## src/rtl/dma_channel_sequencer_pkg.sv

```systemverilog
// Shared types and constants for the DMA channel sequencer: FSM states,
// command-register bit positions and transfer-mode encodings.
package dma_pkg;

  typedef enum logic [2:0] {IDLE, S0, S1, S2, S3, S4} state_t;

  localparam int CMD_DISABLE   = 2;
  localparam int CMD_ROTATE    = 4;
  localparam int CMD_DREQ_LOW  = 6;
  localparam int CMD_DACK_HIGH = 7;

  localparam logic [1:0] MODE_DEMAND = 2'b00;
  localparam logic [1:0] MODE_SINGLE = 2'b01;
  localparam logic [1:0] MODE_BLOCK  = 2'b10;

  function automatic logic [3:0] ch_onehot(input logic [1:0] ch);
    return 4'b0001 << ch;
  endfunction

endpackage

```

## src/rtl/dma_channel_sequencer_if.sv

```systemverilog
// Bus-side handshake bundle of the sequencer: DREQ/HOLD handshake in,
// strobes, acknowledges and register-update pulses out.
interface dma_channel_sequencer_if;
  logic [3:0] dreq;
  logic       hlda;
  logic       tc;
  logic       eop_n;
  logic       hrq;
  logic [3:0] dack;
  logic       aen;
  logic       adstb;
  logic       rd_strobe;
  logic       wr_strobe;
  logic       xfer_strobe;
  logic [1:0] active_ch;
  logic [3:0] tc_mask_set;
  logic [3:0] req_clr;

  modport master (
    input  dreq, hlda, tc, eop_n,
    output hrq, dack, aen, adstb, rd_strobe, wr_strobe, xfer_strobe,
           active_ch, tc_mask_set, req_clr
  );

  modport slave (
    output dreq, hlda, tc, eop_n,
    input  hrq, dack, aen, adstb, rd_strobe, wr_strobe, xfer_strobe,
           active_ch, tc_mask_set, req_clr
  );
endinterface

```

## src/rtl/dma_channel_sequencer_priority.sv

```systemverilog
// Combinational channel arbiter: fixed order from ch0, or rotating order
// starting at prio_ptr.
module dma_priority_encoder (
  input  logic [3:0] eff,
  input  logic [1:0] prio_ptr,
  input  logic       rotate,
  output logic [1:0] winner,
  output logic       any_req
);

  logic [1:0] base;
  logic [1:0] idx;

  // Walk from lowest to highest priority so the highest requester is written last.
  always_comb begin
    winner  = '0;
    idx     = '0;
    any_req = |eff;
    base    = rotate ? prio_ptr : 2'd0;
    for (int k = 3; k >= 0; k--) begin
      idx = base + 2'(k);
      if (eff[idx]) winner = idx;
    end
  end

endmodule

```

## src/rtl/dma_channel_sequencer.sv

```systemverilog
// Timing and arbitration controller for the 4-channel DMA: request
// qualification, HRQ/HLDA handshake and the S0..S4 transfer sequence.
import dma_pkg::*;

module dma_channel_sequencer #(
  parameter int NUM_CH      = 4,
  parameter int WAIT_STATES = 0
) (
  input  logic                     clk,
  input  logic                     rst_n,
  input  logic [7:0]               command_reg,
  input  logic [7:0]               mode_reg,
  input  logic [3:0]               mask_reg,
  input  logic [3:0]               request_reg,
  dma_channel_sequencer_if.master  bus
);

  localparam logic [1:0] WAIT_LAST = 2'(WAIT_STATES);

  state_t     state, next_state;
  logic [1:0] active_ch_q, next_ch;
  logic [1:0] prio_ptr, next_ptr;
  logic [1:0] wait_cnt, next_wait;
  logic [3:0] eff;
  logic [3:0] grant;
  logic [1:0] winner;
  logic       any_req;
  logic       disabled;
  logic       terminate;
  logic       continue_burst;
  logic [1:0] mode;
  logic       unused_bits;

  assign unused_bits = ^{command_reg[5], command_reg[3], command_reg[1:0], mode_reg[5:0]};
  assign disabled    = command_reg[CMD_DISABLE];
  assign mode        = mode_reg[7:6];
  assign terminate   = bus.tc | ~bus.eop_n;

  always_comb begin
    eff = '0;
    for (int i = 0; i < NUM_CH; i++)
      eff[i] = ((bus.dreq[i] ^ command_reg[CMD_DREQ_LOW]) & ~mask_reg[i]) | request_reg[i];
  end

  // Reserved mode 11 falls out as single because it is neither block nor demand.
  assign continue_burst = !disabled && !terminate &&
                          ((mode == MODE_BLOCK) || (mode == MODE_DEMAND && eff[active_ch_q]));

  dma_priority_encoder u_prio (
    .eff      (eff),
    .prio_ptr (prio_ptr),
    .rotate   (command_reg[CMD_ROTATE]),
    .winner   (winner),
    .any_req  (any_req)
  );

  always_ff @(posedge clk or negedge rst_n) begin
    if (!rst_n) begin
      state       <= IDLE;
      active_ch_q <= '0;
      prio_ptr    <= '0;
      wait_cnt    <= '0;
    end else begin
      state       <= next_state;
      active_ch_q <= next_ch;
      prio_ptr    <= next_ptr;
      wait_cnt    <= next_wait;
    end
  end

  // Losing HLDA anywhere past S0 abandons the word without touching prio_ptr.
  always_comb begin
    next_state = state;
    next_ch    = active_ch_q;
    next_ptr   = prio_ptr;
    next_wait  = wait_cnt;
    case (state)
      IDLE: if (!disabled && any_req) next_state = S0;
      S0: begin
        if (bus.hlda) begin
          if (any_req) begin
            next_state = S1;
            next_ch    = winner;
          end else begin
            next_state = IDLE;
          end
        end
      end
      S1: next_state = bus.hlda ? S2 : IDLE;
      S2: begin
        next_state = bus.hlda ? S3 : IDLE;
        next_wait  = '0;
      end
      S3: begin
        if (!bus.hlda)                  next_state = IDLE;
        else if (wait_cnt == WAIT_LAST) next_state = S4;
        else                            next_wait  = wait_cnt + 2'd1;
      end
      S4: begin
        if (!bus.hlda) begin
          next_state = IDLE;
        end else if (continue_burst) begin
          next_state = S2;
        end else begin
          next_state = IDLE;
          next_ptr   = active_ch_q + 2'd1;
        end
      end
      default: next_state = IDLE;
    endcase
  end

  always_comb begin
    grant           = '0;
    bus.hrq         = (state != IDLE);
    bus.aen         = (state == S1) || (state == S2) || (state == S3) || (state == S4);
    bus.adstb       = (state == S1);
    bus.rd_strobe   = (state == S2);
    bus.wr_strobe   = (state == S3);
    bus.xfer_strobe = (state == S4) && bus.hlda;
    bus.active_ch   = active_ch_q;
    bus.tc_mask_set = '0;
    bus.req_clr     = '0;
    if (state == S2 || state == S3 || state == S4) grant = ch_onehot(active_ch_q);
    if (state == S4 && bus.hlda && terminate) begin
      bus.tc_mask_set = ch_onehot(active_ch_q);
      bus.req_clr     = ch_onehot(active_ch_q);
    end
    bus.dack = command_reg[CMD_DACK_HIGH] ? grant : ~grant;
  end

endmodule

```

## src/flat_wrapper.sv

```systemverilog
// flat-port wrapper written by rule: the top's interface ports become plain ports
module dma_channel_sequencer_flat 
#(
  parameter int NUM_CH      = 4,
  parameter int WAIT_STATES = 0
)
  (clk, rst_n, command_reg, mode_reg, mask_reg, request_reg, bus_dreq, bus_hlda, bus_tc, bus_eop_n, bus_hrq, bus_dack, bus_aen, bus_adstb, bus_rd_strobe, bus_wr_strobe, bus_xfer_strobe, bus_active_ch, bus_tc_mask_set, bus_req_clr);
  dma_channel_sequencer_if bus_i ();
  input  logic clk;
  input  logic rst_n;
  input  logic [7:0] command_reg;
  input  logic [7:0] mode_reg;
  input  logic [3:0] mask_reg;
  input  logic [3:0] request_reg;
  input wire logic [$bits(bus_i.dreq)-1:0] bus_dreq;
  input wire logic [$bits(bus_i.hlda)-1:0] bus_hlda;
  input wire logic [$bits(bus_i.tc)-1:0] bus_tc;
  input wire logic [$bits(bus_i.eop_n)-1:0] bus_eop_n;
  output wire logic [$bits(bus_i.hrq)-1:0] bus_hrq;
  output wire logic [$bits(bus_i.dack)-1:0] bus_dack;
  output wire logic [$bits(bus_i.aen)-1:0] bus_aen;
  output wire logic [$bits(bus_i.adstb)-1:0] bus_adstb;
  output wire logic [$bits(bus_i.rd_strobe)-1:0] bus_rd_strobe;
  output wire logic [$bits(bus_i.wr_strobe)-1:0] bus_wr_strobe;
  output wire logic [$bits(bus_i.xfer_strobe)-1:0] bus_xfer_strobe;
  output wire logic [$bits(bus_i.active_ch)-1:0] bus_active_ch;
  output wire logic [$bits(bus_i.tc_mask_set)-1:0] bus_tc_mask_set;
  output wire logic [$bits(bus_i.req_clr)-1:0] bus_req_clr;
  assign bus_i.dreq = bus_dreq;
  assign bus_i.hlda = bus_hlda;
  assign bus_i.tc = bus_tc;
  assign bus_i.eop_n = bus_eop_n;
  assign bus_hrq = bus_i.hrq;
  assign bus_dack = bus_i.dack;
  assign bus_aen = bus_i.aen;
  assign bus_adstb = bus_i.adstb;
  assign bus_rd_strobe = bus_i.rd_strobe;
  assign bus_wr_strobe = bus_i.wr_strobe;
  assign bus_xfer_strobe = bus_i.xfer_strobe;
  assign bus_active_ch = bus_i.active_ch;
  assign bus_tc_mask_set = bus_i.tc_mask_set;
  assign bus_req_clr = bus_i.req_clr;
  dma_channel_sequencer #(.NUM_CH(NUM_CH), .WAIT_STATES(WAIT_STATES)) u_core (.clk(clk), .rst_n(rst_n), .command_reg(command_reg), .mode_reg(mode_reg), .mask_reg(mask_reg), .request_reg(request_reg), .bus(bus_i));
endmodule
```

## config.mk

```make
export PLATFORM = sky130hd
export DESIGN_NAME = dma_channel_sequencer_flat
export DESIGN_NICKNAME = d
export VERILOG_FILES = /design/src/rtl/dma_channel_sequencer_pkg.sv /design/src/rtl/dma_channel_sequencer_if.sv /design/src/rtl/dma_channel_sequencer_priority.sv /design/src/rtl/dma_channel_sequencer.sv /design/src/flat_wrapper.sv
export SDC_FILE = /design/constraint.sdc
export NUM_CORES = 1
export LEC_CHECK = 0
export ABC_AREA = 1
export BUFFER_PORTS_ARGS = -buffer_cell sky130_fd_sc_hd__buf_4
export CAP_MARGIN = 20
export CORE_MARGIN = 1
export CORE_UTILIZATION = 45
export DETAILED_ROUTE_END_ITERATION = 7
export HOLD_SLACK_MARGIN = 0.02
export PLACE_DENSITY_LB_ADDON = 0.05
export SLEW_MARGIN = 15
export SYNTH_ARGS = -nofsm -noshare
export SYNTH_HDL_FRONTEND = slang
export SYNTH_SLANG_ARGS = --single-unit
```

## constraint.sdc

```tcl
create_clock -name clk -period 1.9 [get_ports clk]
set_input_delay 0.38 -clock clk [delete_from_list [all_inputs] [get_ports clk]]
set_output_delay 0.38 -clock clk [all_outputs]
set_load 0.02 [all_outputs]
```

==> run metrics <==
Worst-path clk slew=60 ps; Die X=50.8 um; Leakage Power=0.000942 uW; CP max stage delay=420 ps; WP data arrival=1600 ps; sequential power share=21.8%; RSZ-0062 raised after global routing=yes; Clock Skew=7.40 ps; CORE AREA=0.00223 mm2; area delta synth->final=51.4%; row count=17; initial cell density of the core=48.0%; register area share after synthesis=21.0%; # clock sinks=9; FILL cells=196; I/O pin total=53; Worst Hold Class=input port to register; VDD IR max=0.652 mV; post-synth net total=225; H-Tree Depth=1; P_sw=744 uW; CP startpoint kind=register; diodes inserted=0; CP cell instances=inv_2, nor3_2, inv_2, nor2_4, o21ai_4, nor2_2, buf_4; Finish-stage setup viols=12; measured slew at the worst slew-check pin=397 ps; Synthesis Warnings=0; drt pass-1 iters=4; DRC=0; Port Buffers=42; Final nets=280; CP Class=register to output pin; Worst path slowest cell=dfrtp_1; final WL=2970 um; synth unique cells=20; Syn Area/Cell=5.76 um2; post-layout min period=1980 ps; Setup TNS=-843 ps; period utilization=104%; violated checks=negative setup slack; first-pass GRT wire length=4620 um; Max-Cap Viols=0; Critical Path Fanout Max=4; flops & latches, synth=9; Logic pwr share=68.4%; wire per inst=11.1 um; pin count of the biggest net entering global routing=10; final hold violation count=0; clk_lat worst skew=260 ps; vias in the first global route=1,217; remaining global-route overflow=0; f_max=0.505 GHz; vias=1,309; Clock Power Share=9.7%; Synth Cell Area=0.00107 mm2; antenna-violating nets left=0; full die area=0.00258 mm2; Int Pwr=753 uW; DR iter-0 viols=51; status=complete, but fails checks; TritonCTS buffer count=3; P per Cell Area=923 mW/mm2; met2 GRT Util=44.0%; switching share of power=49.7%; initial antenna violation count=0; chip height=50.8 um; Tot GR Track Use=23.7%; # placed instances=252; GR Util met3=2.12%; Crit path top cell by count=inv_2; Final Max Slew Viols=0; Vias/cell=4.88; PnR worst setup slack=-81.5 ps; deepest clock path buffer count=2; HPWL after DPL=2140 um; layer with the highest usage=met2; share of layout cells above drive strength 1=38.8%; final std cells w/o fill=268; CTS Root Cell=clkbuf_4; endpoint class of the critical path=output pin; Slew Limit Headroom=73.3%; Req. time, crit path=1520 ps; Mapped Cells=186; Routability Congestion=0.874; met1 Use GR=27.0%; TritonCTS clock tree=done
-- placed cells by master, fill, tap and decap left out, types with 3 or more instances in the layout --
master	synthesis	routed
nand2_1	60	53
buf_4	4	51
inv_1	38	33
nand3_1	27	27
nor2_1	14	8
inv_2	2	7
nand2_2	2	7
dfrtp_1	9	7
nor2_2	1	6
ha_1	6	6
xor2_2	0	4
nand3_2	4	4
o21ai_0	3	3
o21ai_1	4	3
clkbuf_4	0	3
-- Yosys cell counts --
library cell	number	area, um2
nand2_1	60	225
inv_1	38	143
nand3_1	27	135
nor2_1	14	52.6
dfrtp_1	9	225
ha_1	6	75.1
buf_4	4	30.0
nand3_2	4	40.0
o21ai_1	4	20.0
xor2_1	4	35.0
nor3_1	3	15.0
o21ai_0	3	15.0
inv_2	2	7.51
nand2_2	2	12.5
a21oi_1	1	5.00
a31oi_1	1	6.26
nand4_1	1	6.26
nor2_2	1	6.26
nor3_2	1	10.0
nor4_1	1	6.26
-- registers in the layout, indices dropped and copies added (netlist names) --
signal and flops:
u_core.prio_ptr 2, u_core.wait_cnt 2, u_core.bus.active_ch 2, u_core.state 3
-- stage by stage --
step / total power [uW] / setup slack, ps / instance area [um2] / utilization, % / hold slack, ps
detailed placement: 1150 / 143 / 1440 / 64.6 / 207
global placement: 1130 / 162 / 1440 / 64.6 / 205
finish: 1500 / -81.5 / 1620 / 72.6 / 405
CTS: 1360 / -70.6 / 1550 / 69.4 / 384
floorplan: 890 / -5.77 / 1120 / - / 84.4
global route: 1630 / -167 / 1620 / 72.6 / 418
-- critical path, delay by kind of cell (launching register included) --
family / cells / cell delay (ps)
AOI/OAI and AO/OA: 1 / 100
DFF: 1 / 420
buffers and inverters: 3 / 340
and+or+nand+nor: 3 / 490
-- final timing paths --
kind,endpoint,startpoint,cells after the start,slack (ps)
setup / recovery,bus_req_clr[0],u_core.state[0],7,-80
setup reg to reg,u_core.state[2],u_core.state[0],10,330
max in group asynchronous,u_core.state[2],rst_n,2,1280
min in group asynchronous,u_core.prio_ptr[1],rst_n,2,470
hold reg to reg,u_core.prio_ptr[0],u_core.prio_ptr[0],2,510
hold / removal,u_core.state[2],bus_hlda,3,400
-- layer usage --
metal	wire length (um)	up-vias
met5	0	-
met4	49	0
met3	209	6
met2	1460	62
met1	1250	568
li1	-	673
-- layout make-up --
cell class	instances	area, um2	share of cell area (%)
timing repair buffer	54	415	25.6
clock buffer	3	22.5	1.39
multi-input combinational	133	766	47.2
sequential	9	228	14.0
clock inverter	1	5.00	0.309
tap	28	35.0	2.16
inverter	40	150	9.26
-- timing repair --
action / 4_1_cts / 5_1_grt
pin swaps: 0 / 3
setup buffers: 7 / 4
endpoints found under the setup margin: 12 / 12
gates resized for setup: 7 / 15
hold buffers: 1 / 0
hold endpoints to repair: 9 / 0
-- power groups by stage --
stage / clock, uW / combinational [uW] / sequential, uW
floorplan: 0 / 569 / 321
global placement: 0 / 816 / 316
detailed placement: 0 / 836 / 318
CTS: 153 / 897 / 313
global route: 160 / 1140 / 333
finish: 146 / 1020 / 327
-- cells by family after synthesis --
group,count (synthesis),share of synthesized area (%)
xor gates and xnor gates,4,3.27
adders and majority gates,6,7.01
AOI/OAI and AO/OA,9,4.32
DFF,9,21.0
and+or+nand+nor,114,47.5
buffers and inverters,44,16.8
(Power assumes the default switching activity.)
